===== src/rtl/loader_pkg.sv =====
// Shared types and constants for the program loader that fills the
// processor's unified memory from a framed byte stream.
package loader_pkg;

  localparam int LD_ADDR_W = 5;
  localparam int LD_DATA_W = 16;
  localparam int LD_DEPTH  = 32;

  typedef enum logic [2:0] {
    IDLE  = 3'd0,
    COUNT = 3'd1,
    HI    = 3'd2,
    LO    = 3'd3,
    WRITE = 3'd4,
    CHECK = 3'd5,
    DONE  = 3'd6,
    ERR   = 3'd7
  } loader_state_t;

  // A word count is legal when it names between 1 and depth words.
  function automatic logic count_ok(input logic [7:0] n, input int depth);
    return (n != 8'd0) && (32'(n) <= 32'(depth));
  endfunction

endpackage


===== src/rtl/program_loader_byte_packer.sv =====
// Byte-pair packer: remembers the high byte of the word being assembled and
// keeps the running XOR of every accepted frame byte except the checksum.
module byte_packer
  import loader_pkg::*;
(
  input  logic        clk,
  input  logic        rst,
  input  logic        clear,
  input  logic        take,
  input  logic        load_hi,
  input  logic [7:0]  byte_in,
  output logic [15:0] word,
  output logic        ck_match
);

  logic [7:0] hi_q;
  logic [7:0] xor_q;

  always_ff @(posedge clk) begin
    if (rst || clear) begin
      hi_q  <= 8'd0;
      xor_q <= 8'd0;
    end else begin
      if (take) begin
        xor_q <= xor_q ^ byte_in;
      end
      if (load_hi) begin
        hi_q <= byte_in;
      end
    end
  end

  // The low byte is taken straight from the stream on the cycle it transfers.
  assign word     = {hi_q, byte_in};
  assign ck_match = (byte_in == xor_q);

endmodule


===== src/rtl/program_loader.sv =====
// Program loader: frame FSM, word index and registered memory-port drivers.
// Handshake: a byte transfers on a rising edge where byte_valid & byte_ready;
// byte_ready depends only on state, never on byte_valid.
module program_loader
  import loader_pkg::*;
#(
  parameter int ADDR_W = LD_ADDR_W,
  parameter int DATA_W = LD_DATA_W,
  parameter int DEPTH  = LD_DEPTH
) (
  input  logic              clk,
  input  logic              rst,
  input  logic              start,
  input  logic [7:0]        byte_in,
  input  logic              byte_valid,
  output logic              byte_ready,
  output logic [ADDR_W-1:0] mem_addr,
  output logic [DATA_W-1:0] mem_in,
  output logic              mem_write,
  output logic              mem_read,
  output logic              proc_hold,
  output logic              done,
  output logic              err,
  output loader_state_t     dbg_state
);

  localparam int IDX_W = ADDR_W + 1;

  loader_state_t     state;
  loader_state_t     state_next;
  logic [IDX_W-1:0]  idx_q;
  logic [IDX_W-1:0]  n_q;
  logic              xfer;
  logic              enter_count;
  logic              last_word;
  logic [15:0]       word;
  logic              ck_match;

  assign xfer        = byte_valid & byte_ready;
  assign enter_count = (state_next == COUNT) && (state != COUNT);
  assign last_word   = ((idx_q + IDX_W'(1)) == n_q);

  byte_packer u_packer (
    .clk      (clk),
    .rst      (rst),
    .clear    (enter_count),
    .take     (xfer && (state == COUNT || state == HI || state == LO)),
    .load_hi  (xfer && (state == HI)),
    .byte_in  (byte_in),
    .word     (word),
    .ck_match (ck_match)
  );

  always_ff @(posedge clk) begin
    if (rst) begin
      state <= IDLE;
    end else begin
      state <= state_next;
    end
  end

  always_comb begin
    state_next = state;
    case (state)
      IDLE:  if (start) state_next = COUNT;
      COUNT: if (xfer) state_next = count_ok(byte_in, DEPTH) ? HI : ERR;
      HI:    if (xfer) state_next = LO;
      LO:    if (xfer) state_next = WRITE;
      WRITE: state_next = last_word ? CHECK : HI;
      CHECK: if (xfer) state_next = ck_match ? DONE : ERR;
      DONE:  if (start) state_next = COUNT;
      ERR:   if (start) state_next = COUNT;
      default: state_next = IDLE;
    endcase
  end

  always_comb begin
    byte_ready = 1'b0;
    proc_hold  = 1'b1;
    case (state)
      IDLE:  proc_hold  = 1'b0;
      DONE:  proc_hold  = 1'b0;
      COUNT: byte_ready = 1'b1;
      HI:    byte_ready = 1'b1;
      LO:    byte_ready = 1'b1;
      CHECK: byte_ready = 1'b1;
      default: byte_ready = 1'b0;
    endcase
  end

  // Address and data are loaded on the edge into WRITE and held afterwards,
  // so the strobe is low for exactly the one WRITE cycle with stable operands.
  always_ff @(posedge clk) begin
    if (rst) begin
      idx_q     <= '0;
      n_q       <= '0;
      mem_addr  <= '0;
      mem_in    <= '0;
      mem_write <= 1'b1;
      done      <= 1'b0;
      err       <= 1'b0;
    end else begin
      mem_write <= (state_next != WRITE);
      done      <= (state_next == DONE);
      err       <= (state_next == ERR);
      if (enter_count) begin
        idx_q <= '0;
        n_q   <= '0;
      end
      if (state == COUNT && xfer) begin
        n_q <= byte_in[IDX_W-1:0];
      end
      if (state == LO && xfer) begin
        mem_addr <= idx_q[ADDR_W-1:0];
        mem_in   <= DATA_W'(word);
      end
      if (state == WRITE) begin
        idx_q <= idx_q + IDX_W'(1);
      end
    end
  end

  assign mem_read  = 1'b1;
  assign dbg_state = state;

endmodule


===== config.mk =====
export PLATFORM = sky130hd
export DESIGN_NAME = program_loader
export DESIGN_NICKNAME = d
export VERILOG_FILES = /design/src/rtl/loader_pkg.sv /design/src/rtl/program_loader_byte_packer.sv /design/src/rtl/program_loader.sv
export SDC_FILE = /design/constraint.sdc
export NUM_CORES = 1
export LEC_CHECK = 0
export CAP_MARGIN = 10
export CORE_ASPECT_RATIO = 1.2
export CORE_UTILIZATION = 50
export CTS_BUF_LIST = sky130_fd_sc_hd__clkbuf_2
export DETAILED_ROUTE_END_ITERATION = 16
export DONT_BUFFER_PORTS = 1
export PLACE_DENSITY_LB_ADDON = 0.12
export SYNTH_ARGS = -nofsm -noshare
export SYNTH_HDL_FRONTEND = slang
export SYNTH_HIERARCHICAL = 1
export SYNTH_SLANG_ARGS = --single-unit

===== constraint.sdc =====
create_clock -name clk -period 3.75 [get_ports clk]
set_clock_uncertainty 0.1 [all_clocks]
set_input_delay 0.75 -clock clk [delete_from_list [all_inputs] [get_ports clk]]
set_output_delay 0.75 -clock clk [all_outputs]
set_load 0.05 [all_outputs]

==> results.cfg <==
[sta]
fin_tns_setup_ps = 0
finalMaxSlewViolations = 0
final.period_utilization_pct = 74.8
fin_crit_ps = 2800
final-hold-violation-count = 0
timing_worst_slew_pin_value_ps = 871
max_fclk_mhz = 357
timing.final.setup_violations = 0
unrepaired_setup_endpoints_after_global_routing = no
slew-limit-headroom_pct = 41.8
post-route-worst-setup-slack_ps = 946

[yosys]
synthDominantAreaCellType = sky130_fd_sc_hd__dfxtp_1
synth_simple_gate_area_share_pct = 22.9
synth_area_mm2 = 0.00253
synth_cells = 297
syn_avg_cell_area_um2 = 8.53
synth.area.top_cells = sky130_fd_sc_hd__dfxtp_1 43%, sky130_fd_sc_hd__nand2_1 7.6%, sky130_fd_sc_hd__a21oi_1 6.1%, sky130_fd_sc_hd__mux2i_1 5.9%, sky130_fd_sc_hd__nor2_1 4.6%
synth_common_cells = 55 x sky130_fd_sc_hd__dfxtp_1, 51 x sky130_fd_sc_hd__nand2_1, 31 x sky130_fd_sc_hd__a21oi_1, 31 x sky130_fd_sc_hd__nor2_1, 15 x sky130_fd_sc_hd__mux2i_1
synth_flop_cell = sky130_fd_sc_hd__dfxtp_1
synth_top_area_share_pct = 43.5
main_combinational_cell_family_by_area_after_synthesis = simple AND/OR/NAND/NOR gates
compound_gate_portion_of_the_synthesized_area_pct = 12.9
synth.distinct_cells = 46
synth-edff-count = 0
async_reset_ff_share_pct = 0
synth.net_count = 310
multiplexer_fraction_of_the_synthesized_cell_area_pct = 5.93
yosys.area_share.xor_xnor_pct = 7.95
synth.most_common_cell = sky130_fd_sc_hd__dfxtp_1
seq_area_frac_synth_pct = 43.5
yosys_warnings = 6
synth_adder_area_share_pct = 0.494
ys_seq_elements = 55

[place]
gpl.final_weighted_congestion = 0.809
pre_cts_ws_ps = 1390
place.port_buffers = 0
post-dp-hpwl_um = 3620

[finish]
area_growth_syn_to_layout_pct = 1.23
antenna-diode-count = 0
final_layout_size_suffix_gt1_share_pct = 8.04
nNetsFinal = 298

[global_route]
first_pass_grt_wire_length_um = 8380
grt_antenna_before_repair = 0
pin_count_of_the_biggest_net_entering_global_routing = 35
grt_usage_pct = 21.0
via_count_of_the_first_global_routing_pass = 1686
grt.overflow.total = 0

[clock_tree]
clock_sinks = 55
cts-hold-fix-buffers = 0
cts_buffer_depth = 2
cts-htree-levels = 2
postCtsResizedCells = 0
tritoncts = yes
post-cts-setup-buffer-count = 0
cts-buffers-inserted = 5
cts.root.buffer_cell = sky130_fd_sc_hd__clkbuf_2
worst_skew_pair.late_latency_ps = 430
cts.reportedPaths.clkPinSlew_ps = 250

[route]
drt_drc_violations_left = 0
post_detailed_route_via_to_cell_ratio = 5.41
detail_route.wl_per_cell_um = 15.1
dr_total_vias = 1873
dr.pass1.iters = 4
drt_iter0_drc = 141
ant_nets = 0
totalWireLength_um = 5230

[pwr]
power_leakage_uw = 0.000893
cellPowerDensity_mw_per_mm2 = 501
peakVddDrop_mv = 0.273

[setup_path]
crit_path_start_kind = flop
path_class = reg -> out
critical_path_endpoint_category = primary output
cp_top_family = flip-flops
max_stage_delay_ps = 940
worst_ep_arrival_time_ps = 1950
critPathBufInv = 1
biggest_fanout_along_the_worst_timing_path = 12
crit_path_top_delay_cell = sky130_fd_sc_hd__dfxtp_1
crit_chain = nand2b_1 -> o21ai_1 -> buf_4
crit_required_ps = 2900

[floorplanning]
core.rowCount = 28
floorplan.die.width_um = 67.0
dieArea_mm2 = 0.00536
coreArea_mm2 = 0.00490
die-height_um = 80.0
initial_core_util_pct = 51.7
top_level_ports = 42

[job]
drv_cap = 0

[hold_path]
hold_class = in -> reg

[run_status]
status = complete, no violations
==> cells in the final DEF, fill, tap and decap left out, drive strengths merged, types with 2 or more instances in the layout <==
master,instances
a2111oi,2
a21o,3
a21oi,31
and2,2
and3,5
and4,2
buf,5
clkbuf,5
clkinv,2
dfxtp,55
inv,3
mux2i,15
nand2,51
nand2b,4
nand3,7
nand4,2
nand4b,2
nor2,35
nor2b,3
nor3,2
nor4,2
o21ai,9
or3,3
xnor2,13
xor2,10
==> power breakdown <==
part	switching, uW	leakage, uW	internal, uW
registers	85.6	0.000445	618
logic	184	0.000408	109
clock network	179	0.0000404	109
total	448	0.000893	837
==> per-layer routing <==
metal  track usage, %  up-vias  routed length [um]  share of wire [%]
met3             6.00        5                 268                5.1
met2             34.3       34                2500                 48
li1                 -      971                   -                  -
met5                0        -                   0                  0
met4             5.74        0                  58                1.1
met1             26.6      863                2400                 46
==> cell families (layout without fill, tap and decap cells) <==
group	count (synthesis)	after routing
AOI/OAI and AO/OA	52	52
adders and majority gates	1	1
other	1	1
xor gates and xnor gates	23	23
DFF	55	55
muxes	15	15
and+or+nand+nor	123	123
buffers and inverters	27	16
==> flip-flops by register name (all words and copies together), names as in the netlist <==
signal / cells
mem_write: 1
dbg_state: 3
mem_in: 16
mem_addr: 5
err: 1
n_q: 6
done: 1
u_packer/hi_q: 8
idx_q: 6
u_packer/xor_q: 8
==> per-stage QoR <==
step	hold slack, ps	utilization, %	instance area (um2)	total power, uW	cells
finish	244	52.3	2560	1290	346
global route	163	52.3	2560	1350	346
CTS	213	52.3	2560	1300	346
detailed placement	344	51.0	2500	1010	338
global placement	334	51.0	2500	1010	338
floorplan	331	-	2530	965	297
==> final timing paths <==
check / slack (ps) / end / cells past startpoint / from
worst max-delay path: 950 / byte_ready / 3 / dbg_state[0]
worst min-delay path: 240 / err / 1 / rst
worst max register to register: 1430 / mem_in[5] / 3 / dbg_state[0]
worst min register to register: 370 / mem_in[15] / 2 / u_packer/hi_q[7]
==> layout make-up <==
class / count / area [um2]
Fill cell: 478 / 2340
Multi-Input combinational cell: 215 / 1280
Sequential cell: 55 / 1100
Tap cell: 60 / 75.1
Clock inverter: 3 / 38.8
Timing Repair Buffer: 5 / 37.5
Clock buffer: 5 / 25.0
Inverter: 3 / 11.3
Note: power is estimated with default switching activity, not from simulation.
==> variant 1: new RTL, same flow settings <==
Put one more register stage on the output `dbg_state`, without a reset. The value now appears one clock later. The other outputs are not delayed to match.
--- a/src/rtl/program_loader.sv
+++ b/src/rtl/program_loader.sv
@@ -121,7 +121,9 @@
   end
 
   assign mem_read  = 1'b1;
-  assign dbg_state = state;
+  always_ff @(posedge clk) begin
+    dbg_state <= state;
+  end
 
 endmodule
 
Function: changed (a bounded check fails within 4 cycles, from zero or initial values and one cycle with rst high).
==> variant 1 against the unedited design <==
  * Largest cell class unchanged
  * Register-to-register slack improved by 0.06 ns
  * Sequential share of layout area rose by 0.36 points
  * Wire length rose by 5.2%
  * Worst setup slack got worse by 0.013 ns
  * Fmax fell by 0.46%
  * Design area rose by 4.6%
  * Total power rose by 7.1%
  * Via count rose by 5.1%
  * Synthesized cell count rose by 3.0%
  * Area after synthesis rose by 4.2%
  * Sequential cell count rose by 3
  * Global-route usage rose by 1.2 points
  * Count of clock-buffer cells in the layout rose by 4
  * Worst hold slack got worse by 0.025 ns
==> variant 1: results (changes against the unedited design) <==
* Place WS at 1.20 ns (was 1.39 ns)
* WL/cell at 15.3 um (was 15.1 um)
* Hold path cells at 1 (unchanged)
* CP endpoint: byte_ready (unchanged)
* Avg Vias per Cell at 5.48 (was 5.41)
* Worst slew margin at 0.370 (was 0.418)
* WL met3 at 246 um (was 268 um)
* Largest net degree at the start of global routing at 35 (unchanged)
* Clock transition at path regs at 0.16 ns (was 0.25 ns)
* Root Driver: clkbuf_2 (unchanged)
* Ys flop type: dfxtp_1 (unchanged)
* Skew-Pair Late Insertion Delay at 0.46 ns (was 0.43 ns)
* Fraction of layout cells with a size suffix above 1 at 0.0970 (was 0.0804)
* First-pass iteration count of the detailed router at 4 (unchanged)
* Syn_nets at 319 (was 310)
* Hpwl dp at 3800 um (was 3620 um)
* Reg-to-Reg End: u_packer/hi_q[0] (was mem_in[5])
* Fill cell total of the finished layout at 496 (was 478)
* Top Registers: mem_in (16), u_packer/hi_q (8), u_packer/xor_q (8) (unchanged)
* Reg2Reg Depth at 5 (was 3)
* Clock buffer depth at 2 (unchanged)
* Yosys cell types at 46 (unchanged)
* Status: finished, final reports clean (unchanged)
* Register area share after synthesis at 0.440 (was 0.435)
* Synth warn at 6 (unchanged)
* Initial antenna violation count at 0 (unchanged)
* Crit path time final at 2.82 ns (was 2.80 ns)
* Routability congestion estimate at 0.871 (was 0.809)
* VDD IR-drop max at 0.261 mV (was 0.273 mV)
* Wire length of the first global-routing pass at 8960 um (was 8380 um)
* All-Layer GR Usage at 0.222 (was 0.210)
* Crit. Startpoint: state[1] (was dbg_state[0])
* Met1 Wirelength at 2520 um (was 2400 um)
* Worst r2r src: state[2] (was dbg_state[0])
* # resized after CTS at 0 (unchanged)
* Top Layer Used: met4 (unchanged)
* Initial DRC Count at 109 (was 141)
* Worst R2R Setup Slack at 1.49 ns (was 1.43 ns)
* I/O Buffers at 0 (unchanged)
* Ys async rst share at 0 (unchanged)
* Crit-path max FO at 14 (was 12)
* Vias in the first global route at 1,827 (was 1,686)
* Slew Limit Fails at 0 (unchanged)
* Top cells by area, synth: dfxtp_1 44%, nand2_1 7.5%, a21oi_1 6.1% (was dfxtp_1 43%, nand2_1 7.6%, a21oi_1 6.1%)
* Leak pwr at 0.898 nW (was 0.893 nW)
* Inserted Clock Buffers at 9 (was 5)
* Met2 wire length at 2640 um (was 2500 um)
* Fin nets at 308 (was 298)
* Synth top cells by count: 58 x dfxtp_1, 53 x nand2_1, 32 x a21oi_1, 30 x nor2_1, 15 x mux2i_1 (was 55 x dfxtp_1, 51 x nand2_1, 31 x a21oi_1, 31 x nor2_1, 15 x mux2i_1)
* Hold crit path type: in -> reg (unchanged)
* H-Tree Level Count at 3 (was 2)
* Post-CTS setup buffers at 0 (unchanged)
* Antenna diodes at 0 (unchanged)
## variant 1: cell count changes after synthesis, moves of 3 or more
cell     change
buf_2        -3
nor3_1       +4
a21o_1       -3
dfxtp_1      +3
## variant 1: per-stage QoR
| stage | area (sq um) | power, W | hold WS [ns] | std cells |
|---|---|---|---|---|
| CTS | 2680 | 0.00139 | 0.191 | 359 |
| global placement | 2550 | 0.000953 | 0.339 | 344 |
| global route | 2680 | 0.00145 | 0.163 | 359 |
| floorplan | 2640 | 0.000940 | 0.246 | 306 |
| finish | 2680 | 0.00138 | 0.218 | 359 |
| detailed placement | 2550 | 0.000954 | 0.338 | 344 |
## variant 1: worst max-delay path: stages, from the launching register on
cell and delay, ns:
dfxtp_1 0.59, inv_1 0.15, o21ai_1 0.76
## variant 1: where the power goes
group	switching, W	internal, W
Combinational	0.000144	0.0000855
Clock	0.000222	0.000214
Sequential	0.0000657	0.000646
## variant 1: cells by family after synthesis
kind of cell / after synthesis / synth area share
and+or+nand+nor: 129 / 0.235
AOI/OAI and AO/OA: 52 / 0.115
xor gates and xnor gates: 23 / 0.0763
adders and majority gates: 1 / 0.00474
buffers and inverters: 27 / 0.0711
other: 1 / 0.00142
muxes: 15 / 0.0568
DFF: 58 / 0.440
## variant 1: worst min-delay path by stage
| stage | from | endpoint |
|---|---|---|
| 2_1_floorplan | state[0] | dbg_state[0] |
| 3_3_place_gp | u_packer/hi_q[0] | mem_in[8] |
| 3_5_place_dp | u_packer/hi_q[0] | mem_in[8] |
| 4_1_cts | rst | mem_in[12] |
| 5_1_grt | rst | mem_in[14] |
| 6_report | rst | mem_in[14] |
## variant 1: final cells by class
| cell class | instances | share of cell area |
|---|---|---|
| Inverter | 3 | 0.00420 |
| Tap cell | 60 | 0.0280 |
| Multi-Input combinational cell | 221 | 0.482 |
| Clock buffer | 9 | 0.0168 |
| Timing Repair Buffer | 2 | 0.00560 |
| Sequential cell | 58 | 0.433 |
| Clock inverter | 6 | 0.0308 |
## variant 1: routing by layer
metal	vias to the layer above	track usage
li1	1000	-
met1	904	0.266
met2	54	0.368
met3	10	0.0569
met4	0	0.100
met5	-	0
==> variant 2: new RTL, same flow settings <==
Without the edit above. `LD_DATA_W`: 16 -> 12.
--- a/src/rtl/loader_pkg.sv
+++ b/src/rtl/loader_pkg.sv
@@ -3,7 +3,7 @@
 package loader_pkg;
 
   localparam int LD_ADDR_W = 5;
-  localparam int LD_DATA_W = 16;
+  localparam int LD_DATA_W = 12;
   localparam int LD_DEPTH  = 32;
 
   typedef enum logic [2:0] {
Interface: changed (resized mem_in); port bits go from 42 to 38. The function was not compared with the original's and may differ.
==> variant 2 against the unedited design <==
  * Wire length down 15%
  * Largest power group unchanged
  * Sequential cell count down 8
  * Via count down 10%
  * Register-to-register slack worse by 0.20 ns
  * Worst setup slack worse by 0.0047 ns
  * Total power down 15%
  * Critical endpoint unchanged
  * Core utilization down 0.26 points
  * Worst hold slack better by 0.026 ns
  * Design area down 13%
  * Area after synthesis down 11%
  * Sequential share of layout area down 0.82 points
==> variant 2: results (changes against the unedited design) <==
* Status: finished, final reports clean (unchanged)
* Synth warn at 6 (unchanged)
* Worst r2r src: dbg_state[0] (unchanged)
* Clock buffer count at 5 (unchanged)
* Seq cells at 47 (was 55)
* Fraction of area in multi-input gates at 0.515 (was 0.498)
* Fraction of layout cells with a size suffix above 1 at 0.0742 (was 0.0804)
* Root Driver: clkbuf_2 (unchanged)
* Finished Layout Cells at 312 (was 346)
* Worst Setup Start Kind: flip-flop (unchanged)
* Nonclk inv count at 3 (unchanged)
* Leak pwr at 0.764 nW (was 0.893 nW)
* Worst hold start: rst (unchanged)
* I/O Buffers at 0 (unchanged)
* Final Worst Setup Slack at 0.942 ns (was 0.946 ns)
* Hpwl dp at 3190 um (was 3620 um)
* Sequential Area at 941 sq um (was 1100 sq um)
* Reg2Reg Depth at 5 (was 3)
* Skew-Pair Late Insertion Delay at 0.41 ns (was 0.43 ns)
* Place WS at 1.22 ns (was 1.39 ns)
* Clock buffer depth at 2 (unchanged)
* Post-CTS setup buffers at 0 (unchanged)
* Top Family by Delay on Critical Path: flip-flops (unchanged)
* Final Cell Area at 2230 sq um (was 2560 sq um)
* Crit. Startpoint: dbg_state[1] (was dbg_state[0])
* Setup violations, final at 0 (unchanged)
* Fill cell total of the finished layout at 448 (was 478)
* First-pass iteration count of the detailed router at 4 (unchanged)
* Fin nets at 268 (was 298)
* Clock-cell share at 0.0179 (was 0.0249)
* Worst path max stage delay at 0.88 ns (was 0.94 ns)
* Wire length of the first global-routing pass at 7330 um (was 8380 um)
* Syn_nets at 281 (was 310)
* All-Layer GR Usage at 0.203 (was 0.210)
* Crit-path max FO at 11 (was 12)
* Multi-input gates at 195 (was 215)
* Vias in the first global route at 1,562 (was 1,686)
* Clock transition at path regs at 0.23 ns (was 0.25 ns)
* Routability congestion estimate at 0.787 (was 0.809)
* VDD IR-drop max at 0.266 mV (was 0.273 mV)
* Worst path arrival time at 1.96 ns
* Antenna diodes at 0 (unchanged)
* Non-clock buffering overhead at 0.0101 (was 0.0146)
* Worst Max-Slew Pin Slew at 0.937 ns (was 0.871 ns)
* Initial DRC Count at 84 (was 141)
* Top Registers: mem_in (12), u_packer/xor_q (8) (was mem_in (16), u_packer/hi_q (8), u_packer/xor_q (8))
* Largest net degree at the start of global routing at 29 (was 35)
* Hold crit path type: in -> reg (unchanged)
* Placed Cells at 304 (was 338)
* Hold path cells at 1 (unchanged)
* Initial antenna violation count at 0 (unchanged)
* Routed WL at 4450 um (was 5230 um)
* # resized after CTS at 0 (unchanged)
* Non-clock buffers at 3 (was 5)
* DR vias at 1,677 (was 1,873)
* Area after DPL at 2190 sq um (was 2500 sq um)
* Rows at 26 (was 28)
* Mean Syn Cell Area at 8.37 sq um (was 8.53 sq um)
[variant 2: final timing paths]
kind,endpoint
max,byte_ready
min,mem_in[6]
max reg2reg,mem_write
min reg2reg,mem_in[9]
[variant 2: metal layers]
layer / global-route usage / vias up / wire (um)
met5: 0 / - / 0
met2: 0.348 / 28 / 2120
met4: 0.0775 / 0 / 63
met1: 0.246 / 779 / 2120
met3: 0.0539 / 5 / 147
li1: - / 865 / -
[variant 2: report_power, final]
group / leakage, nW / internal [W] / switching, W / total [W]
logic: 0.360 / 0.000106 / 0.000169 / 0.000275
clock network: 0.0241 / 0.0000416 / 0.000157 / 0.000199
registers: 0.380 / 0.000530 / 0.0000840 / 0.000614
total: 0.764 / 0.000677 / 0.000410 / 0.00109
[variant 2: per-stage QoR]
stage / hold slack (ns) / total power (W)
3_3_place_gp: 0.341 / 0.000900
2_1_floorplan: 0.331 / 0.000861
6_report: 0.270 / 0.00109
5_1_grt: 0.218 / 0.00114
4_1_cts: 0.243 / 0.00110
3_5_place_dp: 0.344 / 0.000898
